--- src/rtl/miner_msa_pkg.sv ---
// Shared types and SHA-2 sigma helpers for the streaming message schedule.
package miner_msa_pkg;

    typedef enum logic [0:0] {IDLE, EMIT} msa_state_t;

    // SHA-224/256 small-sigma rotate/shift amounts
    localparam int unsigned S0_ROR_A_32 = 7;
    localparam int unsigned S0_ROR_B_32 = 18;
    localparam int unsigned S0_SHR_32   = 3;
    localparam int unsigned S1_ROR_A_32 = 17;
    localparam int unsigned S1_ROR_B_32 = 19;
    localparam int unsigned S1_SHR_32   = 10;

    // SHA-384/512 small-sigma rotate/shift amounts
    localparam int unsigned S0_ROR_A_64 = 1;
    localparam int unsigned S0_ROR_B_64 = 8;
    localparam int unsigned S0_SHR_64   = 7;
    localparam int unsigned S1_ROR_A_64 = 19;
    localparam int unsigned S1_ROR_B_64 = 61;
    localparam int unsigned S1_SHR_64   = 6;

    // Rotate right within a w-bit word held in the low bits of a 64-bit carrier.
    function automatic logic [63:0] ror(input logic [63:0] x, input int unsigned n,
                                        input int unsigned w);
        logic [31:0] v;
        logic [63:0] r;
        v = x[31:0];
        if (w == 32) r = {32'h0, (v >> n) | (v << (32 - n))};
        else         r = (x >> n) | (x << (64 - n));
        return r;
    endfunction

    function automatic logic [63:0] shr(input logic [63:0] x, input int unsigned n,
                                        input int unsigned w);
        logic [31:0] v;
        v = x[31:0];
        return (w == 32) ? {32'h0, v >> n} : (x >> n);
    endfunction

    function automatic logic [63:0] sig0(input logic [63:0] x, input int unsigned w);
        if (w == 32) return ror(x, S0_ROR_A_32, w) ^ ror(x, S0_ROR_B_32, w) ^ shr(x, S0_SHR_32, w);
        else         return ror(x, S0_ROR_A_64, w) ^ ror(x, S0_ROR_B_64, w) ^ shr(x, S0_SHR_64, w);
    endfunction

    function automatic logic [63:0] sig1(input logic [63:0] x, input int unsigned w);
        if (w == 32) return ror(x, S1_ROR_A_32, w) ^ ror(x, S1_ROR_B_32, w) ^ shr(x, S1_SHR_32, w);
        else         return ror(x, S1_ROR_A_64, w) ^ ror(x, S1_ROR_B_64, w) ^ shr(x, S1_SHR_64, w);
    endfunction

endpackage

--- src/rtl/miner_msa_sigma.sv ---
// Next schedule word: nxt = s1(w14) + w9 + s0(w1) + w0, carries beyond WORD_W dropped.
module miner_msa_sigma
    import miner_msa_pkg::*;
#(
    parameter int unsigned WORD_W = 32
) (
    input  logic [WORD_W-1:0] w0,
    input  logic [WORD_W-1:0] w1,
    input  logic [WORD_W-1:0] w9,
    input  logic [WORD_W-1:0] w14,
    output logic [WORD_W-1:0] nxt
);

    logic [63:0] e0, e1, e9, e14;

    // Zero-extend into the 64-bit carrier used by the package helpers, then add and truncate
    always_comb begin
        e0  = '0;
        e1  = '0;
        e9  = '0;
        e14 = '0;
        e0[WORD_W-1:0]  = w0;
        e1[WORD_W-1:0]  = w1;
        e9[WORD_W-1:0]  = w9;
        e14[WORD_W-1:0] = w14;
        nxt = WORD_W'(sig1(e14, WORD_W) + e9 + sig0(e1, WORD_W) + e0);
    end

endmodule

--- src/rtl/miner_msa_stream.sv ---
// Streaming SHA-2 message schedule: rolling 16-word window, one W[t] per handshake.
module miner_msa_stream
    import miner_msa_pkg::*;
#(
    parameter int unsigned WORD_W = 32,
    parameter int unsigned ROUNDS = 64,
    parameter int unsigned IDX_W  = 7
) (
    input  logic                 clk,
    input  logic                 rst,
    input  logic                 in_valid,
    output logic                 in_ready,
    input  logic [16*WORD_W-1:0] chunk,
    input  logic                 abort,
    output logic                 w_valid,
    input  logic                 w_ready,
    output logic [WORD_W-1:0]    w_data,
    output logic [IDX_W-1:0]     w_idx,
    output logic                 w_last,
    output logic                 busy
);

    localparam logic [IDX_W-1:0] LAST_IDX = IDX_W'(ROUNDS - 1);

    msa_state_t        state_q, state_d;
    logic [IDX_W-1:0]  idx_q, idx_d;
    logic [WORD_W-1:0] win_q [16];
    logic [WORD_W-1:0] win_d [16];
    logic [WORD_W-1:0] nxt;
    logic              hs, accept;

    miner_msa_sigma #(
        .WORD_W (WORD_W)
    ) u_sigma (
        .w0  (win_q[0]),
        .w1  (win_q[1]),
        .w9  (win_q[9]),
        .w14 (win_q[14]),
        .nxt (nxt)
    );

    // Output decode; in_ready in EMIT lets the next chunk load on the final word handshake
    always_comb begin
        w_valid  = (state_q == EMIT);
        busy     = (state_q == EMIT);
        w_last   = w_valid && (idx_q == LAST_IDX);
        w_data   = win_q[0];
        w_idx    = idx_q;
        in_ready = !rst && ((state_q == IDLE) || (w_last && w_ready && !abort));
        hs       = w_valid && w_ready;
        accept   = in_valid && in_ready;
    end

    // Next state: abort beats accept beats word handshake
    always_comb begin
        state_d = state_q;
        idx_d   = idx_q;
        win_d   = win_q;
        if (state_q == EMIT && abort) begin
            state_d = IDLE;
            idx_d   = '0;
        end else if (accept) begin
            for (int i = 0; i < 16; i++) win_d[i] = chunk[(15 - i) * WORD_W +: WORD_W];
            idx_d   = '0;
            state_d = EMIT;
        end else if (hs) begin
            for (int i = 0; i < 15; i++) win_d[i] = win_q[i + 1];
            win_d[15] = nxt;
            if (w_last) begin
                state_d = IDLE;
                idx_d   = '0;
            end else begin
                idx_d = idx_q + IDX_W'(1);
            end
        end
    end

    // State, counter and window registers with synchronous reset
    always_ff @(posedge clk) begin
        if (rst) begin
            state_q <= IDLE;
            idx_q   <= '0;
            for (int i = 0; i < 16; i++) win_q[i] <= '0;
        end else begin
            state_q <= state_d;
            idx_q   <= idx_d;
            for (int i = 0; i < 16; i++) win_q[i] <= win_d[i];
        end
    end

endmodule

--- config.mk ---
export PLATFORM = sky130hd
export DESIGN_NAME = miner_msa_stream
export DESIGN_NICKNAME = d
export VERILOG_FILES = /design/src/rtl/miner_msa_pkg.sv /design/src/rtl/miner_msa_sigma.sv /design/src/rtl/miner_msa_stream.sv
export SDC_FILE = /design/constraint.sdc
export NUM_CORES = 2
export LEC_CHECK = 0
export BUFFER_PORTS_ARGS = -buffer_cell sky130_fd_sc_hd__buf_2
export CORE_UTILIZATION = 35
export DETAILED_ROUTE_END_ITERATION = 6
export GPL_TIMING_DRIVEN = 0
export PLACE_DENSITY = 0.54
export SETUP_SLACK_MARGIN = 0.3
export SKIP_LAST_GASP = 1
export SLEW_MARGIN = 20
export SYNTH_ARGS = -nofsm -noshare
export SYNTH_HDL_FRONTEND = slang
export SYNTH_SLANG_ARGS = --single-unit
--- constraint.sdc ---
create_clock -name clk -period 11.2 [get_ports clk]
set_clock_uncertainty 0.1 [all_clocks]
set_input_delay 0.56 -clock clk [delete_from_list [all_inputs] [get_ports clk]]
set_output_delay 0.56 -clock clk [all_outputs]
set_load 0.05 [all_outputs]
Yosys cells after proc, flatten, opt, wreduce, memory -nomap -nowiden
Index checks and enable logic that the tools add are counted.
{"block": "classes", "n_mux": 6, "n_addsub": 4, "eq_ne": 1, "n_bitwise": 10, "reduce_logical": 16}
{"operator": "$mux 512", "count": 2}
{"operator": "$add 32x32->32", "count": 3}
{"operator": "$xor 32x32->32", "count": 2}
{"operator": "$or 13x32->32", "count": 1}
{"operator": "$or 14x32->32", "count": 1}
{"operator": "$or 15x32->32", "count": 1}
{"operator": "$or 25x32->32", "count": 1}
{"operator": "$xor 32x22->32", "count": 1}
{"operator": "$xor 32x29->32", "count": 1}
{"operator": "$add 7x1->7 const B", "count": 1}
{"operator": "$eq 7x6->1 const B", "count": 1}
{"operator": "$logic_and 1x1->1", "count": 7}
{"operator": "$mux 7", "count": 1}
{"operator": "$reduce_and 2->1", "count": 2}
{"operator": "$reduce_bool 2->1", "count": 2}
{"operator": "$mux 1", "count": 3}
{"operator": "$reduce_or 3->1", "count": 1}
{"operator": "$logic_not 1->1", "count": 2}
{"operator": "$not 1->1", "count": 2}
{"operator": "$reduce_or 2->1", "count": 1}
{"operator": "$logic_or 1x1->1", "count": 1}
{"block": "word_totals", "output_inout_bits": 43, "wordCells": 55, "inputBits": 517, "reg_bits": 520}

Logic depth before layout (Yosys ltp)
{"block": "depth", "ltp_word": 9, "mapped_depth": 17, "mapped_depth_nobuf": 15}

Modules after synthesis
From an unflattened synthesis, not the netlist that was laid out.
{"block": "unflattened", "cells_unflattened": 2349, "area_unflattened_um2": 24931.4}
{"mod": "miner_msa_stream", "area_each_um2": 20382.0, "seq_area_each_um2": 10410.0, "instances": 1, "cells_each": 1793}
{"mod": "miner_msa_sigma", "area_each_um2": 4549.4, "seq_area_each_um2": 0.0, "instances": 1, "cells_each": 556}

Worst setup path before layout
No wires, ideal clock.
{"block": "synth_timing", "path_type": "register -> register", "start": "register win_q[467] (netlist name)", "end": "register win_q[29] (netlist name)", "stages_incl_launch_ff": 16, "path_slack_ns": 7.154, "t_arrival_ns": 3.843, "n_path_buf": 1, "period_less_slack_ns": 4.046, "required_time_ns": 10.997, "cell_sequence": "dfxtp_1 -> clkbuf_1 -> xnor2_1 -> xnor2_1 -> fa_1 -> fa_1 -> ha_1 -> fa_1 -> a21o_1 -> a221oi_2 -> o211ai_2 -> nand3_2 -> o21ai_2 -> a41oi_2 -> xnor2_1 -> a2111oi_2"}
{"block": "synth_between", "elab_chain_len": 7, "word_cells_on_any_way": 8}
{"element": "start: declaration", "line_no": "miner_msa_stream.sv:27", "text": "logic [WORD_W-1:0] win_q [16];"}
{"element": "$or 14x32->32 or $or 25x32->32 (tied branches)", "line_no": "miner_msa_pkg.sv:28", "text": "if (w == 32) r = {32'h0, (v >> n) | (v << (32 - n))};"}
{"element": "$xor 32x32->32", "line_no": "miner_msa_pkg.sv:41", "text": "if (w == 32) return ror(x, S0_ROR_A_32, w) ^ ror(x, S0_ROR_B_32, w) ^ shr(x, S0_SHR_32, w);"}
{"element": "$xor 32x29->32 *", "line_no": "miner_msa_pkg.sv:41"}
{"element": "$add 32x32->32 * (2 in a row)", "line_no": "miner_msa_sigma.sv:26", "text": "nxt = WORD_W'(sig1(e14, WORD_W) + e9 + sig0(e1, WORD_W) + e0);"}
{"element": "$mux 512 *", "line_no": "miner_msa_stream.sv:66", "text": "end else if (hs) begin"}
{"element": "$mux 512 *", "line_no": "miner_msa_stream.sv:62", "text": "end else if (accept) begin"}
Every way passes the cells marked *; elsewhere a longest branch is shown, timed or not. The select of a mux whose other input is x is not followed.
A chain may end at the register's enable or synchronous reset.

Worst setup path in the final report
{"block": "layout_timing", "start": "register win_q[467] (netlist name)", "end": "register win_q[27] (netlist name)"}
Same word-level chain as after synthesis.

==> results.tsv <==
metric	value	unit
outcome	finished, final reports clean	
final setup TNS	0	ns
I/O pin count	560	
WL per Instance	22.61	microns
Mapped Cells	3494	
RSZ-0062 raised after global routing	false	
post_cts resized	0	
GR Util met1	39.88	%
share of the synthesized area in the top cell type	38.68	%
count leader, synth	nand2_1	
#FFs+latches synth	520	
Core Region	75950	sq um
Max Buffers Root-to-Sink	3	
HP Start	chunk[9]	
ranking of synthesized cells by instance count	nand2_1 (1,013), nor2_1 (547), dfxtp_1 (520)	
synthesis-to-layout area growth	22.47	%
drt total wl	117400	microns
DRT iter0 DRCs	2300	
latest clock arrival within the worst-skew pair	0.63	ns
GR Layer Usage met3	2.961	%
R2R Path Start	win_q[467]	
std cell rows	101	
min-delay worst type	input port to flip-flop	
sequential-to-total area share from yosys stat	38.68	%
Remaining Overflow, GRT	0	
EDFF count, synth	0	
final count of hold timing violations	0	
clock slew seen by the registers of the worst setup and hold paths	0.06	ns
Min Clock Period, post-route	5.020	ns
grt met2 use	46.90	%
CP startpoint	win_q[467]	
Port Buffer Count	559	
PwrDens	190.9	nW/um^2
critical path startpoint category	flip-flop	
most used routing layer in global routing	met2	
post-route ant nets	0	
vias	27360	
Async SR Flop Fraction	0	%
global-route wire length before repair	168300	microns
Post-CTS Setup Bufs	0	
Final HPWL DP	95560	microns
max-slew headroom at the worst pin	42.49	%
Worst Max-Slew Pin Slew	0.8626	ns
Yosys Warn Count	0	
largest net degree at the start of global routing	16	
H-tree levels	2	
Pleak	12.74	nW
antenna violations before repair	12	
Max Cap Viol	0	
Final nets	4724	
Final setup viols	0	
Syn Nets	4105	
Critical Path RT	11.61	ns
Worst EP arrival	5.43	ns
CP max FO	5	
vias per cell	5.272	
Post-Syn Area	26910	sq um
CTS root buffer	clkbuf_16	
vias in the first global route	26520	
gr usage total	29.16	%
Max Clock Freq	199.2	MHz
Tot Pwr	6.293	mW
Hold-fix buffers, CTS	0	
Final period util	44.82	%
CP endpoint kind	flip-flop	
Die Y	279.3	microns
Horiz. Die Dim	279.3	microns
Clock Sinks	520	
worst setup path category	flip-flop to flip-flop	
maximum vdd drop	119.6	uV
Avg Cell Area, Syn	7.702	sq um
synth top area cells	dfxtp_1 (39%), a311oi_1 (16%), nand2_1 (14%)	
Netlist cell types	70	
GPL Wtd Cong	0.9640	
post-route DRC violation count	0	
Top FF cell, synth	dfxtp_1	
Synth area leader	dfxtp_1	
Max Slew Vio Count	0	
CTS tree	yes	
initial core utilization	35.43	%
first-pass iteration count of the detailed router	5	
total CTS buffers	58	
Die ar.	78010	sq um
layout cell share with drive strength beyond 1	19.12	%
cell usage in the layout, fill, tap and decap left out, types with 38 or more instances in the layout:
cell and instances:
inv_1 129, fa_1 62, dfxtp_1 520, a311oi_1 495, xnor2_1 127, a21oi_1 38
clkbuf_1 247, nand2_1 1013, clkbuf_16 58, nor2_1 547, buf_2 652
power breakdown:
| group | total [mW] | switching [mW] | leakage, nW | internal (mW) |
|---|---|---|---|---|
| Sequential | 2.16 | 0.137 | 4.28 | 2.02 |
| Combinational | 2.15 | 1.37 | 7.51 | 0.779 |
| Clock | 1.98 | 0.823 | 0.954 | 1.16 |
metrics by stage:
stage	area, sq um	setup WS, ns	hold WS [ns]	util (%)	cells
floorplan	26910	7.154	0.3322	-	3494
global placement	31000	6.161	0.3406	40.81	5083
detailed placement	31000	6.209	0.3399	40.82	5083
CTS	32940	6.192	0.05538	43.37	5183
global route	32960	5.947	0.08212	43.39	5189
finish	32960	6.180	0.08625	43.39	5190
registers in the layout (all words and copies together) (netlist names):
register and flops:
busy 1, w_data 32, w_idx 7, win_q 480
worst paths after layout:
| check | slack [ns] | cells past startpoint | endpoint |
|---|---|---|---|
| worst max-delay path | 6.18 | 15 | win_q[27] |
| worst min register to register | 0.35 | 2 | w_idx[6] |
| worst min-delay path | 0.09 | 3 | win_q[9] |
| worst max register to register | 6.18 | 15 | win_q[27] |
kinds of logic after synthesis:
family                   after synthesis  synth area share [%]
AND/OR/NAND/NOR                     1606                 22.83
AO/OA/AOI/OAI                        625                 19.57
flip-flops                           520                 38.68
buffers and inverters                500                 7.950
XOR/XNOR                             146                 4.752
adder cells (fa/ha/maj)               94                 6.100
multiplexers                           3                0.1162
final cells by class:
class                           instances  area (sq um)
Fill cell                            8112         42990
Multi-Input combinational cell       2474         14360
Sequential cell                       520         10410
Timing Repair Buffer                  559          2798
Buffer                                371          1657
Clock buffer                           80          1644
Tap cell                             1030          1289
Inverter                              129         484.2
Clock inverter                         20         296.5
Antenna cell                            7         17.52
layer usage:
layer | vias to the layer above | routed length, microns
li1 | 13130 | -
met1 | 13030 | 52380
met2 | 1005 | 53730
met3 | 192 | 6697
met4 | 0 | 4543
met5 | - | 0
critical path, stage by stage, from the launching register on:
cell and delay (ns):
dfxtp_1 0.30, clkbuf_1 0.37, xnor2_1 0.16, xnor2_1 0.32, fa_1 0.50, fa_1 0.44
ha_1 0.23, fa_1 0.46, a21o_1 0.23, a221oi_2 0.47, o211ai_2 0.24, nand2_1 0.19
o311ai_2 0.17, a21boi_0 0.26, xor2_1 0.33, o21ai_0 0.13
Power figures use the tool's default switching activity.
